<file path="src/rtl/bus_pkg.sv">
// -----------------------------------------------------------------------------
// bus_pkg
// Shared definitions for the serial system bus arbiter:
//   - arb_state_e  : arbiter FSM states (IDLE, GRANT, SEL, BUSY)
//   - NUM_SLAVES   : number of addressable slaves behind the interconnect
//   - SLV_S1..S3   : slave ID encodings carried on the serial select lines
//   - slave_onehot : slave ID -> one-hot enable; unknown IDs decode to zero
// -----------------------------------------------------------------------------
package bus_pkg;

   typedef enum logic [1:0] {
      IDLE  = 2'd0,
      GRANT = 2'd1,
      SEL   = 2'd2,
      BUSY  = 2'd3
   } arb_state_e;

   localparam int NUM_SLAVES = 3;

   localparam logic [31:0] SLV_S1 = 32'd0;
   localparam logic [31:0] SLV_S2 = 32'd1;
   localparam logic [31:0] SLV_S3 = 32'd2;

   // An all-zero result marks an invalid ID; the arbiter relies on that.
   function automatic logic [NUM_SLAVES-1:0] slave_onehot(input logic [31:0] id);
      logic [NUM_SLAVES-1:0] oh;
      case (id)
         SLV_S1:  oh = 3'b001;
         SLV_S2:  oh = 3'b010;
         SLV_S3:  oh = 3'b100;
         default: oh = 3'b000;
      endcase
      return oh;
   endfunction

endpackage

</file>
<file path="src/rtl/bus_arbiter_sel_shift_in.sv">
// -----------------------------------------------------------------------------
// sel_shift_in
// SLAVE_LEN-bit serial-in shift register, MSB first, used while the arbiter
// collects the owner's slave ID.
// Ports:
//   clk_i     : system clock
//   reset_i   : synchronous, active-high reset
//   clr_i     : synchronous clear (takes precedence over enable)
//   en_i      : shift din_i in at the LSB end
//   din_i     : serial data bit
//   q_next_o  : value the register would hold after shifting din_i in, so the
//               caller can decode the full ID on the cycle of the last bit
// -----------------------------------------------------------------------------
module sel_shift_in #(
   parameter int SLAVE_LEN = 2
) (
   input  logic                 clk_i,
   input  logic                 reset_i,
   input  logic                 clr_i,
   input  logic                 en_i,
   input  logic                 din_i,
   output logic [SLAVE_LEN-1:0] q_next_o
);

   logic [SLAVE_LEN-1:0] sh_q;
   logic [SLAVE_LEN:0]   cat_s;

   // Concatenate and drop the oldest bit; works for any SLAVE_LEN >= 1.
   always_comb begin
      cat_s    = {sh_q, din_i};
      q_next_o = cat_s[SLAVE_LEN-1:0];
   end

   // Shift register state: clear wins over shift.
   always_ff @(posedge clk_i) begin
      if (reset_i) begin
         sh_q <= '0;
      end else if (clr_i) begin
         sh_q <= '0;
      end else if (en_i) begin
         sh_q <= q_next_o;
      end else begin
         sh_q <= sh_q;
      end
   end

endmodule

</file>
<file path="src/rtl/bus_arbiter.sv">
// -----------------------------------------------------------------------------
// bus_arbiter
// Two-master arbiter and slave-address decoder for the serial system bus.
// Grants the bus to one master, shifts in its serial slave ID, drives the
// one-hot slave enables and master mux select, and holds ownership until
// trans_done or a BUSY timeout.
//
// Build option: define ARB_ROUND_ROBIN_EN for round-robin tie breaking;
// otherwise m1 wins simultaneous requests (fixed priority, no pointer).
//
// Ports:
//   clk, reset                 : clock, synchronous active-high reset
//   m1_request, m2_request     : level bus requests
//   m1_slave_sel, m2_slave_sel : serial slave IDs, MSB first
//   trans_done                 : owner's transaction complete pulse
//   m1_grant, m2_grant         : bus ownership
//   arbiter_busy               : FSM is not IDLE
//   bus_busy                   : slave path routed (BUSY)
//   master_sel                 : 0 = m1 drives the mux, 1 = m2
//   slave_en                   : one-hot slave enable (S1, S2, S3)
//   timeout_err                : one-cycle pulse on forced release
// All outputs are registered.
// -----------------------------------------------------------------------------
module bus_arbiter
   import bus_pkg::*;
#(
   parameter int SLAVE_LEN      = 2,
   parameter int TIMEOUT_CYCLES = 4095
) (
   input  logic                  clk,
   input  logic                  reset,
   input  logic                  m1_request,
   input  logic                  m2_request,
   input  logic                  m1_slave_sel,
   input  logic                  m2_slave_sel,
   input  logic                  trans_done,
   output logic                  m1_grant,
   output logic                  m2_grant,
   output logic                  arbiter_busy,
   output logic                  bus_busy,
   output logic                  master_sel,
   output logic [NUM_SLAVES-1:0] slave_en,
   output logic                  timeout_err
);

   localparam int CNT_W = (TIMEOUT_CYCLES > 2) ? $clog2(TIMEOUT_CYCLES) : 1;
   localparam int BIT_W = (SLAVE_LEN > 1) ? $clog2(SLAVE_LEN) : 1;
   localparam logic [CNT_W-1:0] CNT_LAST = CNT_W'(TIMEOUT_CYCLES - 1);
   localparam logic [BIT_W-1:0] BIT_LAST = BIT_W'(SLAVE_LEN - 1);

   arb_state_e            state_q;
   logic                  m1_grant_q;
   logic                  m2_grant_q;
   logic                  arbiter_busy_q;
   logic                  bus_busy_q;
   logic                  master_sel_q;   // doubles as the latched owner
   logic [NUM_SLAVES-1:0] slave_en_q;
   logic                  timeout_err_q;
   logic [BIT_W-1:0]      bit_cnt_q;
   logic [CNT_W-1:0]      tmo_cnt_q;

   logic                  any_req_s;
   logic                  pick_m2_s;
   logic                  sel_bit_s;
   logic [SLAVE_LEN-1:0]  id_next_s;
   logic [31:0]           id_ext_s;
   logic [NUM_SLAVES-1:0] slave_dec_s;

   assign any_req_s = m1_request | m2_request;

`ifdef ARB_ROUND_ROBIN_EN
   logic last_m2_q;   // 1 = m2 was served most recently

   // Winner selection: on a tie the master not served last wins.
   always_comb begin
      pick_m2_s = 1'b0;
      if (m1_request && m2_request) begin
         pick_m2_s = ~last_m2_q;
      end else begin
         pick_m2_s = m2_request;
      end
   end

   // Round-robin pointer; reset value makes m1 win the first tie.
   always_ff @(posedge clk) begin
      if (reset) begin
         last_m2_q <= 1'b1;
      end else if ((state_q == IDLE) && any_req_s) begin
         last_m2_q <= pick_m2_s;
      end else begin
         last_m2_q <= last_m2_q;
      end
   end
`else
   // Winner selection: fixed priority, m1 wins every tie.
   always_comb begin
      pick_m2_s = 1'b0;
      if (m1_request) begin
         pick_m2_s = 1'b0;
      end else begin
         pick_m2_s = m2_request;
      end
   end
`endif

   // Owner's serial select line and decode of the ID including the incoming bit.
   always_comb begin
      sel_bit_s = master_sel_q ? m2_slave_sel : m1_slave_sel;
      id_ext_s  = 32'd0;
      id_ext_s[SLAVE_LEN-1:0] = id_next_s;
      slave_dec_s = slave_onehot(id_ext_s);
   end

   sel_shift_in #(
      .SLAVE_LEN (SLAVE_LEN)
   ) u_sel_shift_in (
      .clk_i    (clk),
      .reset_i  (reset),
      .clr_i    (state_q == GRANT),
      .en_i     (state_q == SEL),
      .din_i    (sel_bit_s),
      .q_next_o (id_next_s)
   );

   // Arbiter FSM with registered outputs computed from the next state.
   always_ff @(posedge clk) begin
      if (reset) begin
         state_q        <= IDLE;
         m1_grant_q     <= 1'b0;
         m2_grant_q     <= 1'b0;
         arbiter_busy_q <= 1'b0;
         bus_busy_q     <= 1'b0;
         master_sel_q   <= 1'b0;
         slave_en_q     <= 3'b000;
         timeout_err_q  <= 1'b0;
         bit_cnt_q      <= '0;
         tmo_cnt_q      <= '0;
      end else begin
         timeout_err_q <= 1'b0;
         case (state_q)
            IDLE: begin
               if (any_req_s) begin
                  state_q        <= GRANT;
                  master_sel_q   <= pick_m2_s;
                  m1_grant_q     <= ~pick_m2_s;
                  m2_grant_q     <= pick_m2_s;
                  arbiter_busy_q <= 1'b1;
               end else begin
                  state_q <= IDLE;
               end
            end
            GRANT: begin
               state_q   <= SEL;
               bit_cnt_q <= '0;
            end
            SEL: begin
               if (bit_cnt_q == BIT_LAST) begin
                  if (slave_dec_s != 3'b000) begin
                     state_q    <= BUSY;
                     slave_en_q <= slave_dec_s;
                     bus_busy_q <= 1'b1;
                     tmo_cnt_q  <= '0;
                  end else begin
                     // Invalid slave ID: drop ownership without routing.
                     state_q        <= IDLE;
                     m1_grant_q     <= 1'b0;
                     m2_grant_q     <= 1'b0;
                     arbiter_busy_q <= 1'b0;
                  end
               end else begin
                  bit_cnt_q <= bit_cnt_q + BIT_W'(1);
               end
            end
            BUSY: begin
               if (trans_done || (tmo_cnt_q == CNT_LAST)) begin
                  state_q        <= IDLE;
                  m1_grant_q     <= 1'b0;
                  m2_grant_q     <= 1'b0;
                  arbiter_busy_q <= 1'b0;
                  bus_busy_q     <= 1'b0;
                  slave_en_q     <= 3'b000;
                  // A completing transaction on the last cycle is not an error.
                  timeout_err_q  <= ~trans_done;
               end else if (tmo_cnt_q != {CNT_W{1'b1}}) begin
                  tmo_cnt_q <= tmo_cnt_q + CNT_W'(1);
               end else begin
                  tmo_cnt_q <= tmo_cnt_q;
               end
            end
            default: begin
               state_q        <= IDLE;
               m1_grant_q     <= 1'b0;
               m2_grant_q     <= 1'b0;
               arbiter_busy_q <= 1'b0;
               bus_busy_q     <= 1'b0;
               slave_en_q     <= 3'b000;
            end
         endcase
      end
   end

   assign m1_grant     = m1_grant_q;
   assign m2_grant     = m2_grant_q;
   assign arbiter_busy = arbiter_busy_q;
   assign bus_busy     = bus_busy_q;
   assign master_sel   = master_sel_q;
   assign slave_en     = slave_en_q;
   assign timeout_err  = timeout_err_q;

endmodule

</file>
<file path="config.mk">
export PLATFORM = sky130hd
export DESIGN_NAME = bus_arbiter
export DESIGN_NICKNAME = d
export VERILOG_FILES = /design/src/rtl/bus_pkg.sv /design/src/rtl/bus_arbiter_sel_shift_in.sv /design/src/rtl/bus_arbiter.sv
export SDC_FILE = /design/constraint.sdc
export NUM_CORES = 1
export LEC_CHECK = 0
export ABC_CLOCK_PERIOD_IN_PS = 1900
export BUFFER_PORTS_ARGS = -buffer_cell sky130_fd_sc_hd__buf_4
export CORE_ASPECT_RATIO = 1.4
export CORE_UTILIZATION = 30
export DETAILED_ROUTE_END_ITERATION = 6
export PLACE_DENSITY = 0.49
export RECOVER_POWER = 25
export SETUP_SLACK_MARGIN = 0.05
export SLEW_MARGIN = 20
export SYNTH_ARGS = -nofsm -noshare
export SYNTH_HDL_FRONTEND = slang
export SYNTH_HIERARCHICAL = 1
export SYNTH_SLANG_ARGS = --single-unit
</file>
<file path="constraint.sdc">
create_clock -name clk -period 1.9 [get_ports clk]
set_input_delay 0.095 -clock clk [delete_from_list [all_inputs] [get_ports clk]]
set_output_delay 0.095 -clock clk [all_outputs]
set_load 0.03 [all_outputs]
</file>
==> summary.txt <==
Run status
  – Status: finished, final reports clean

STA
  – Tmin final: 1.83 ns
  – Relative slew slack: 71.5%
  – Fin Setup TNS: 0 ns
  – Setup violators final: 0
  – Max Transition Viols Final: 0
  – Final WS setup: 0.0746 ns
  – Clock Skew: 0.00718 ns
  – Measured slew at the worst slew-check pin: 0.425 ns
  – RSZ-0062 raised after global routing: true
  – Final hold vios: 0
  – Max Clk Rate: 548 MHz
  – Final period util: 96.1%

Routing
  – Pre-antenna DRT Iters: 4
  – Max layer used: met4
  – Routed WL: 3860 um
  – Residual DRC: 0
  – Routed wl met2: 2070 um
  – ANT nets after route: 0
  – Met1 WL: 1520 um
  – Via density: 5.42
  – Vias: 1387
  – Met3 wire length: 148 um
  – DRT iter0 DRCs: 26
  – Routed len/inst: 15.1 um

Floorplanning
  – Die footprint: 4930 um^2
  – Chip Height: 82.7 um
  – # rows: 29
  – # IOs: 16
  – Chip Width: 59.6 um
  – Core Area: 4500 um^2
  – Initial core utilization: 31.0%

Place
  – DP Worst Slack: 0.0831 ns
  – Detailed placement HPWL: 2870 um
  – Port-buffer cells: 15
  – GP Congestion: 0.883

Setup path
  – CP bufs+invs: 2
  – CP delay by family, top: compound AO/OA/AOI/OAI gates
  – Worst Path Required: 2.06 ns
  – Cell with the most instances on the worst path: buf_4
  – Largest stage delay on the critical path: 0.36 ns
  – Setup CP Type: reg2reg
  – Highest-delay cell along the critical path: dfxtp_4
  – Critical-path maximum fanout: 5
  – WP data arrival: 1.98 ns
  – Critical path endpoint category: register
  – Crit path cell chain: mux2_4, nand2_1, a31oi_2, buf_4, and2_0, buf_4, o21ai_0, o31ai_2
  – Crit start category: register

Clock network
  – Clock-pin transition on the worst setup and hold timing paths: 0.09 ns
  – Clk_lat worst skew: 0.27 ns
  – Clk buf depth: 2
  – Root Driver: clkbuf_8
  – TritonCTS Buffers: 3
  – CTS sink cnt: 25
  – H-tree levels: 1
  – CTS tree: built

Layout
  – Final nets: 208
  – Share of cells above drive strength 1: 27.3%
  – Area delta synth->final: 28.9%
  – Filler cell count in the final layout: 474
  – N_diodes: 0

Synth
  – Commonest register cell after synthesis: dfxtp_1
  – FF+latch count, synth: 25
  – Synth warn: 6
  – Post-synth EDFFs: 0
  – Post-synthesis cell type count: 49
  – Seq/Total Area, Yosys: 35.9%
  – Synth Area per Inst: 8.72 um^2
  – Cells after synthesis: 160
  – Post-synth net total: 173
  – Asr flop ratio synth: 0%
  – Synth Cell Area: 1400 um^2

Power
  – P_int: 1060 uW
  – Combinational share of power: 41.8%
  – LEAKAGE: 0.000646 uW
  – Seq pwr share: 39.1%
  – Sw Share: 37.2%
  – Pwr per Cell Area: 935 nW/um^2
  – Switching power: 626 uW
  – Peak VDD IR: 0.722 mV
  – Clock power frac: 19.1%

Global routing
  – Antenna violations before repair: 0
  – Global-route wire length before repair: 6150 um
  – Largest net degree at the start of global routing: 18
  – Vias in the first global route: 1333
  – Total gr overflow: 0
  – Tot GR Track Use: 16.9%

Hold path
  – Hold Crit Class: in2reg

Run
  – MaxCap Viol Count: 0
per-stage QoR:
stage	area (um^2)	instances	hold slack [ns]	util, %	total power (uW)
after floorplan	1400	160	0.166	-	1080
after global placement	1700	251	0.306	37.9	1330
after detailed placement	1700	251	0.324	37.9	1340
after CTS	1750	255	0.0310	38.9	1670
after global routing	1800	256	0.0391	40.0	1780
final	1800	256	0.0352	40.0	1680
final cells by class:
cell class                 count  area [um^2]  area share (%)
inverter                       7         26.3            1.46
timing repair buffer          34          229            12.7
sequential                    25          508            28.3
clock buffer                   4         45.0            2.51
tap                           62         77.6            4.31
multi-input combinational    124          912            50.7
worst paths after layout:
path,from,endpoint,slack [ns],cells after the start
min reg2reg,slave_en[1],slave_en[1],0.48,2
max,master_sel,tmo_cnt_q[10],0.07,8
max reg2reg,master_sel,tmo_cnt_q[10],0.07,8
min,m1_request,master_sel,0.04,2
cells by family (layout without fill, tap and decap cells):
group / after synthesis / in the layout / synth area share (%)
flip-flops: 25 / 25 / 35.9
AO/OA/AOI/OAI: 48 / 48 / 24.1
adder cells (fa/ha/maj): 6 / 6 / 5.38
AND/OR/NAND/NOR: 66 / 66 / 28.3
multiplexers: 4 / 4 / 2.96
buffers and inverters: 11 / 45 / 3.32
flip-flops by register name, summed over array words and instances (netlist names):
register / flops
bus_busy: 1
u_sel_shift_in/sh_q: 1
timeout_err: 1
m2_grant: 1
m1_grant: 1
bit_cnt_q: 1
state_q: 2
master_sel: 1
slave_en: 3
tmo_cnt_q: 12
arbiter_busy: 1
synth_stat cells, types with 3 or more instances:
library cell,instances,area [um^2]
nand3_2,3,30.0
nand4_1,3,18.8
dfxtp_1,25,500
o31ai_1,3,22.5
nor4_1,3,18.8
ha_1,6,75.1
nand2_1,14,52.6
nand3b_1,3,22.5
inv_1,7,26.3
nor2b_1,4,25.0
a32o_1,3,30.0
or3_1,4,25.0
nand3_1,4,20.0
a21oi_1,12,60.1
nor2_1,10,37.5
mux2i_1,3,30.0
o211ai_1,3,22.5
o21ai_0,10,50.1
a31oi_1,3,18.8
what timing repair did:
item | 4_1_cts | 5_1_grt
setup buffers | 0 | 0
resized for setup | 0 | 15
setup endpoints to repair | 0 | 14
hold buffers | 0 | 0
per-layer routing:
metal,GRT usage [%],vias up
met5,0,-
met3,1.71,13
met2,31.8,46
li1,-,680
met1,18.0,648
met4,9.07,0
cells in the final DEF (no fill, tap or decap), drive strengths merged, types with 2 or more instances in the layout:
cell type,netlist,layout
nand4b,2,2
mux2i,3,3
or3,4,4
and2,3,3
o311ai,2,2
a21oi,12,12
o211ai,3,3
nand3b,3,3
o31ai,3,3
nor3,3,3
a32o,3,3
nand4,4,4
and3,2,2
buf,2,25
ha,6,6
dfxtp,25,25
inv,7,7
nand2,14,14
o21ai,10,10
a31oi,3,3
nor4,5,5
nand3,7,7
nor2,10,10
nor2b,4,4
a21boi,2,2
clkbuf,2,12
power by group through the flow:
stage | Sequential, uW | Combinational, uW | Clock [uW]
after detailed placement | 661 | 680 | 0
final | 657 | 703 | 322
after global routing | 666 | 769 | 346
after CTS | 650 | 684 | 333
after global placement | 657 | 670 | 0
after floorplan | 720 | 359 | 0
No activity file was read; power rests on OpenSTA's default activity.
